===== config.mk =====
export PLATFORM = sky130hd
export DESIGN_NAME = ha_v1
export DESIGN_NICKNAME = d
export VERILOG_FILES = /design/src/rtl/ha_pkg.sv /design/src/rtl/ha_lane.sv /design/src/rtl/ha_v1.sv
export SDC_FILE = /design/constraint.sdc
export NUM_CORES = 1
export LEC_CHECK = 0
export ABC_AREA = 0
export CAP_MARGIN = 30
export CORE_AREA = 2 2 39 41
export DETAILED_ROUTE_END_ITERATION = 12
export DIE_AREA = 0 0 41 43
export GPL_TIMING_DRIVEN = 0
export SYNTH_ARGS = -nofsm -noshare
export SYNTH_HDL_FRONTEND = slang
export SYNTH_HIERARCHICAL = 1
export SYNTH_SLANG_ARGS = --single-unit

===== constraint.sdc =====
create_clock -name clk -period 0.8 [get_ports clk]
set_input_delay 0.16 -clock clk [delete_from_list [all_inputs] [get_ports clk]]
set_output_delay 0.16 -clock clk [all_outputs]
set_load 0.05 [all_outputs]

===== src/rtl/ha_pkg.sv =====
// Shared types and constants for the registered half-adder bank.
package ha_pkg;

  localparam int HA_DEFAULT_WIDTH = 1;

  // One lane's result; {carry, sum} reads directly as the 2-bit value a+b.
  typedef struct packed {
    logic carry;
    logic sum;
  } ha_res_t;

  // Reference half add for one lane, returned in result-struct form.
  function automatic ha_res_t ha_add(input logic a, input logic b);
    ha_res_t r;
    r.sum   = a ^ b;
    r.carry = a & b;
    return r;
  endfunction

endpackage


===== src/rtl/ha_lane.sv =====
// Combinational 1-bit half adder: one lane of the ha_v1 bank.
module ha_lane
  import ha_pkg::*;
(
  output logic sum,
  output logic carry,
  input  logic a,
  input  logic b
);

  ha_res_t res;

  // Lane function; the packed result keeps {carry,sum} == a+b by construction.
  always_comb begin
    res   = ha_add(a, b);
    sum   = res.sum;
    carry = res.carry;
  end

endmodule


===== src/rtl/ha_v1.sv =====
// Registered half-adder bank: WIDTH independent lanes, one-cycle latency,
// valid flag and registered OR-reduction of the carries.
// Optional build macro HA_V1_COMB_OUT_EN adds zero-latency sum_comb/carry_comb
// outputs that bypass the register, in_valid and rst.
module ha_v1
  import ha_pkg::*;
#(
  parameter int WIDTH         = HA_DEFAULT_WIDTH,
  parameter bit RESET_OUTPUTS = 1'b1
) (
  input  logic             clk,
  input  logic             rst,
  output logic [WIDTH-1:0] sum,
  output logic [WIDTH-1:0] carry,
  input  logic [WIDTH-1:0] a,
  input  logic [WIDTH-1:0] b,
  input  logic             in_valid,
  output logic             out_valid,
  output logic             carry_any
`ifdef HA_V1_COMB_OUT_EN
  ,
  output logic [WIDTH-1:0] sum_comb,
  output logic [WIDTH-1:0] carry_comb
`endif
);

  logic [WIDTH-1:0] sum_nxt;
  logic [WIDTH-1:0] carry_nxt;
  ha_res_t [WIDTH-1:0] res_q;
  logic carry_any_q;
  logic vld_q;

  // One combinational half adder per lane; no inter-lane carry.
  for (genvar i = 0; i < WIDTH; i++) begin : g_lane
    ha_lane u_lane (
      .sum   (sum_nxt[i]),
      .carry (carry_nxt[i]),
      .a     (a[i]),
      .b     (b[i])
    );
  end

  // Valid flag: reset wins over in_valid, idle cycles drop it.
  always_ff @(posedge clk) begin
    if (rst) vld_q <= 1'b0;
    else     vld_q <= in_valid;
  end

  // Result register: loads only on accepted inputs so idle (possibly X)
  // operands never reach the outputs; optionally cleared by reset.
  always_ff @(posedge clk) begin
    if (rst) begin
      if (RESET_OUTPUTS) begin
        res_q       <= '0;
        carry_any_q <= 1'b0;
      end
    end else if (in_valid) begin
      for (int i = 0; i < WIDTH; i++) begin
        res_q[i].sum   <= sum_nxt[i];
        res_q[i].carry <= carry_nxt[i];
      end
      carry_any_q <= |carry_nxt;
    end
  end

  // Unpack the per-lane result structs onto the flat output buses.
  always_comb begin
    sum   = '0;
    carry = '0;
    for (int i = 0; i < WIDTH; i++) begin
      sum[i]   = res_q[i].sum;
      carry[i] = res_q[i].carry;
    end
  end

  assign out_valid = vld_q;
  assign carry_any = carry_any_q;

`ifdef HA_V1_COMB_OUT_EN
  // Raw lane outputs, ungated by in_valid or rst.
  assign sum_comb   = sum_nxt;
  assign carry_comb = carry_nxt;
`endif

endmodule


# ---- Word-level counts from Yosys, hierarchy flattened
# Index checks and enable logic that the tools add are counted.
dict set report word_totals {
  register_bits 3
  inputBits 5
  output_inout_bits 4
  word_cells 5
}
dict set report classes {
  bitwise 2
}
# cell n
set ops {}
lappend ops {{1-bit AND} 1}
lappend ops {{1-bit bitwise XOR} 1}

# ---- Depth between registers and ports, before layout
dict set report depth {
  depth_word 1
  mapped_depth 3
  mapped_depth_nobuf 3
}

# ---- Hierarchy
# The synthesis kept the hierarchy.
# mod n_inst cells_per_inst area_each_um2 seq_area_each_um2
set by_module_without_submodules {}
lappend by_module_without_submodules {ha_v1 1 9 101.3 60.1}
lappend by_module_without_submodules {ha_lane 1 1 12.5 0.0}

# ---- Worst setup path before layout
# No wires, ideal clock.
dict set report synth_path {
  path_type {reg-to-output}
  start {register carry (netlist name)}
  end {output carry_any}
  arrival_ns 0.912
  t_required_ns 0.640
  path_slack_ns -0.272
  path_stages_with_launch 2
  path_buffers 1
  path_cell_list {dfxtp_1 buf_4}
}
# element line_no
set synth_rtl {}
lappend synth_rtl {{end: declaration} ha_v1.sv:19} ;# output logic carry_any

==> results.md <==
Yosys:
- After synthesis, the netlist uses 6 different library cells.
- Synthesis produced a netlist with a net count of 16.
- The largest total area in the synthesized netlist belongs to sky130_fd_sc_hd__dfxtp_1.
- In the post-synthesis netlist, the biggest area contributors are sky130_fd_sc_hd__dfxtp_1 (53%), sky130_fd_sc_hd__mux2i_1 (18%), sky130_fd_sc_hd__ha_1 (11%).
- For this run, the register share of the synthesized area comes to 0.5275.
- Yosys printed 6 warnings.
- The post-synthesis instance area is 113.9 µm².
- Of the post-synthesis cell area, the dominant cell type holds 0.5275.
- The synthesized design contains 3 register bits.
- After technology mapping, the gate count stands at 10.
- Each instance of the synthesized netlist takes up on average about 11 µm².

Run:
- The tool flagged a number of max-cap violations equal to 0.

Clock network:
- The clock root buffer is sky130_fd_sc_hd__clkbuf_4.
- Clock-pin slew was measured on the worst setup and hold paths at about 0.040 ns.
- The CTS tree is yes.
- TritonCTS created 3 clock buffers.
- The clock net in this run drives a total of 3 sinks.
- The number of setup buffers added after CTS is 0.
- CTS built an H-tree with a depth of 1.
- The clock latency on the worst-skew pair is 0.23 ns.
- The clock passes through at most 2 buffers.
- The hold buffer count at CTS is 0.

Worst setup path:
- The highest fanout seen on the critical path is 3.
- The type of origin of the critical path is a flip-flop.
- The cell at the slowest stage of the critical path is sky130_fd_sc_hd__dfxtp_4.
- The arrival time of data at the critical path endpoint is 0.81 ns.
- The data required time of the critical path is 0.64 ns.
- The category of the critical setup timing path is flip-flop to output pin.
- The largest stage delay on the critical path is about 0.34 ns.
- The largest delay contributor family on the critical path is flip-flops.
- Traced cell by cell, the critical path runs through buf_6, buf_8.
- STA classifies the critical path endpoint as an output pin.
- The total buffers and inverters traversed by the critical path is 2.

STA:
- The worst slew margin relative to its limit is 0.9219.
- The worst path in the final design needs a cycle of 0.9728 ns, including I/O delays and setup.
- The worst-case hold slack is 0.3650 ns.
- The post-route clock skew is 0 ns.
- Setup repair after global routing could not meet its margin everywhere.
- The number of setup violations in the final report is 4.
- The number of failing hold endpoints at the final stage came to 0.
- The achievable clock frequency is slightly above 1000 MHz.
- The max-slew violation total from the final report came to 0.
- The worst setup slack after layout is -0.1728 ns.
- Of the available clock period, the critical path in the final layout requires 1.216.
- For the pin with the worst max-slew slack, the measured transition is between 0.1 and 0.15 ns.

Floorplan:
- The site row count is 14.
- The effective utilization at floorplan is 0.08228.
- The horizontal die dimension is 41 µm.
- The height of the die is 43 µm.
- The total area inside the core boundary comes to 1384 µm².
- The die covers 1763 µm².
- The number of top-level pins is 9.

Finish:
- The layout-stage area growth over the synthesis result is 127.5%.
- The layout cell share with drive strength beyond 1 is 0.5000.
- The final layout contains 29 nets.
- The repair_antennas step left the layout with diodes totalling 0.
- The library cells used most frequently in the layout, excluding fill and tap cells, are sky130_fd_sc_hd__clkbuf_4 (3), sky130_fd_sc_hd__dlygate4sd2_1 (3), sky130_fd_sc_hd__buf_8 (3).

Worst hold path:
- The class of the tightest hold or removal check is input port to flip-flop.

Global route:
- The pin count of the biggest net entering global routing is 4.
- For met2 alone, demand over resource in global routing was 0.05000.
- The wire length of the first global-routing pass is 427 µm.
- The total congestion overflow is 0.
- The initial antenna violation count is 0.
- In the global route stage, met1 resource usage came out at 0.03195.
- For this run, global-route usage on met3 was measured as 0.05236.
- For this run, the total global-route usage over all layers was measured as 0.04810.
- The via count of the first global-routing pass was between 100 and 150.
- The global-route layer with the greatest usage is met4.

Routing:
- Wires add up to ~280 µm.
- In this run the remaining antenna-violating nets after routing total 0.
- The routed wirelength normalized by instance count is 7.368 µm.
- The average via count per standard cell is 2.947.
- The first-pass detailed-route iteration total is 2.
- The total via count in the routed design is 112.
- After the first detailed-routing iteration, the DRC count stood at 3.
- After detailed routing, the number of remaining DRC violations is 0.

Placed design:
- The post-DP HPWL is 205.8 µm.
- Timing analysis after detailed placement gives a worst setup slack of -0.5625 ns.
- The global placement routability congestion is 0.5359.
- In this run the tool buffered the top-level ports with 8 buffer cells.

Run status:
- The run finished, with violations left.
- The final reports fail on setup timing.

Power and ir drop:
- The ratio of total power to cell area is 2081 nW/µm².
- The internal portion of the total power is 0.0003950 W.
- Of the total power, registers draw 0.307.
- The part of the total power dissipated in the clock network is 0.503.
- The maximum resistive drop on vdd is a little under 0.3 mV.
- The overall power is 0.0005389 W.
- For this design the total switching power over the nets is 0.0001439 W.
- Summed over all cells, the static leakage comes to 0.1193 nW.
- Of the total power, the share spent switching nets is 0.2670.
- Of the total power, combinational logic draws 0.190.
==> metrics by stage <==
step	instances	TNS, ns	util	area [µm²]
floorplan	10	-0.003398	-	118.9
global placement	34	-2.663	0.1582	219.0
detailed placement	34	-2.662	0.1582	219.0
CTS	38	-0.4929	0.1817	251.5
global route	38	-0.5303	0.1872	259.0
finish	38	-0.4284	0.1872	259.0
==> synth_stat cells <==
| cell | n |
|---|---|
| sky130_fd_sc_hd__ha_1 | 1 |
| sky130_fd_sc_hd__buf_4 | 1 |
| sky130_fd_sc_hd__nor2b_1 | 1 |
| sky130_fd_sc_hd__mux2i_1 | 2 |
| sky130_fd_sc_hd__nor2_1 | 2 |
| sky130_fd_sc_hd__dfxtp_1 | 3 |
==> power by group through the flow <==
stage,sequential (W),clock [W],combinational (W)
6_report,0.000165,0.000271,0.000102
5_1_grt,0.000167,0.000293,0.000109
4_1_cts,0.000165,0.000290,0.0000990
3_5_place_dp,0.000165,0,0.0000987
3_3_place_gp,0.000164,0,0.0000996
2_1_floorplan,0.000194,0,0.0000233
==> worst reg2reg max path, stage by stage, from the launching register on <==
cell	delay, ns
sky130_fd_sc_hd__dfxtp_4	0.34
sky130_fd_sc_hd__mux2i_1	0.12
sky130_fd_sc_hd__nor2_1	0.05
==> sequential cells by signal (all words and copies together), names as in the netlist <==
signal     count
sum            1
out_valid      1
carry          1
==> kinds of logic (layout without fill, tap and decap cells) <==
kind of cell | count (synthesis) | count (layout) | share of synthesized area
AND/OR/NAND/NOR | 3 | 3 | 0.1209
multiplexers | 2 | 2 | 0.1758
buffers and inverters | 1 | 13 | 0.06596
adder cells (fa/ha/maj) | 1 | 1 | 0.1099
flip-flops | 3 | 3 | 0.5275
==> metal layers <==
layer	part of all wire	wire length [µm]	up-vias
met5	0	0	-
met4	0	0	0
met3	0.22	62	0
met2	0.46	130	7
met1	0.31	87	50
li1	-	-	55
==> layout make-up <==
class                   count  area [µm²]
fillers                   162        1125
repair buffers              8       88.84
flip-flops and latches      3       66.31
multi-input cells           6       46.29
clock buffers               4       26.28
well taps                  16       20.02
plain buffers               1       11.26
==> timing repair <==
item | in CTS | in global routing
pin swaps | 2 | 1
resized for setup | 33 | 2
endpoints found under the setup margin | 6 | 5
gates cloned | 0 | 0
==> final timing paths <==
| check | slack (ns) | endpoint | from | cells after the start |
|---|---|---|---|---|
| worst min-delay path | 0.36 | out_valid$_SDFF_PP0_ | in_valid | 2 |
| worst min register to register | 0.51 | sum$_SDFFE_PP0P_ | sum$_SDFFE_PP0P_ | 2 |
| worst max register to register | 0.19 | carry$_SDFFE_PP0P_ | carry$_SDFFE_PP0P_ | 2 |
| worst max-delay path | -0.17 | carry_any | carry$_SDFFE_PP0P_ | 2 |
Power figures use the tool's default switching activity.
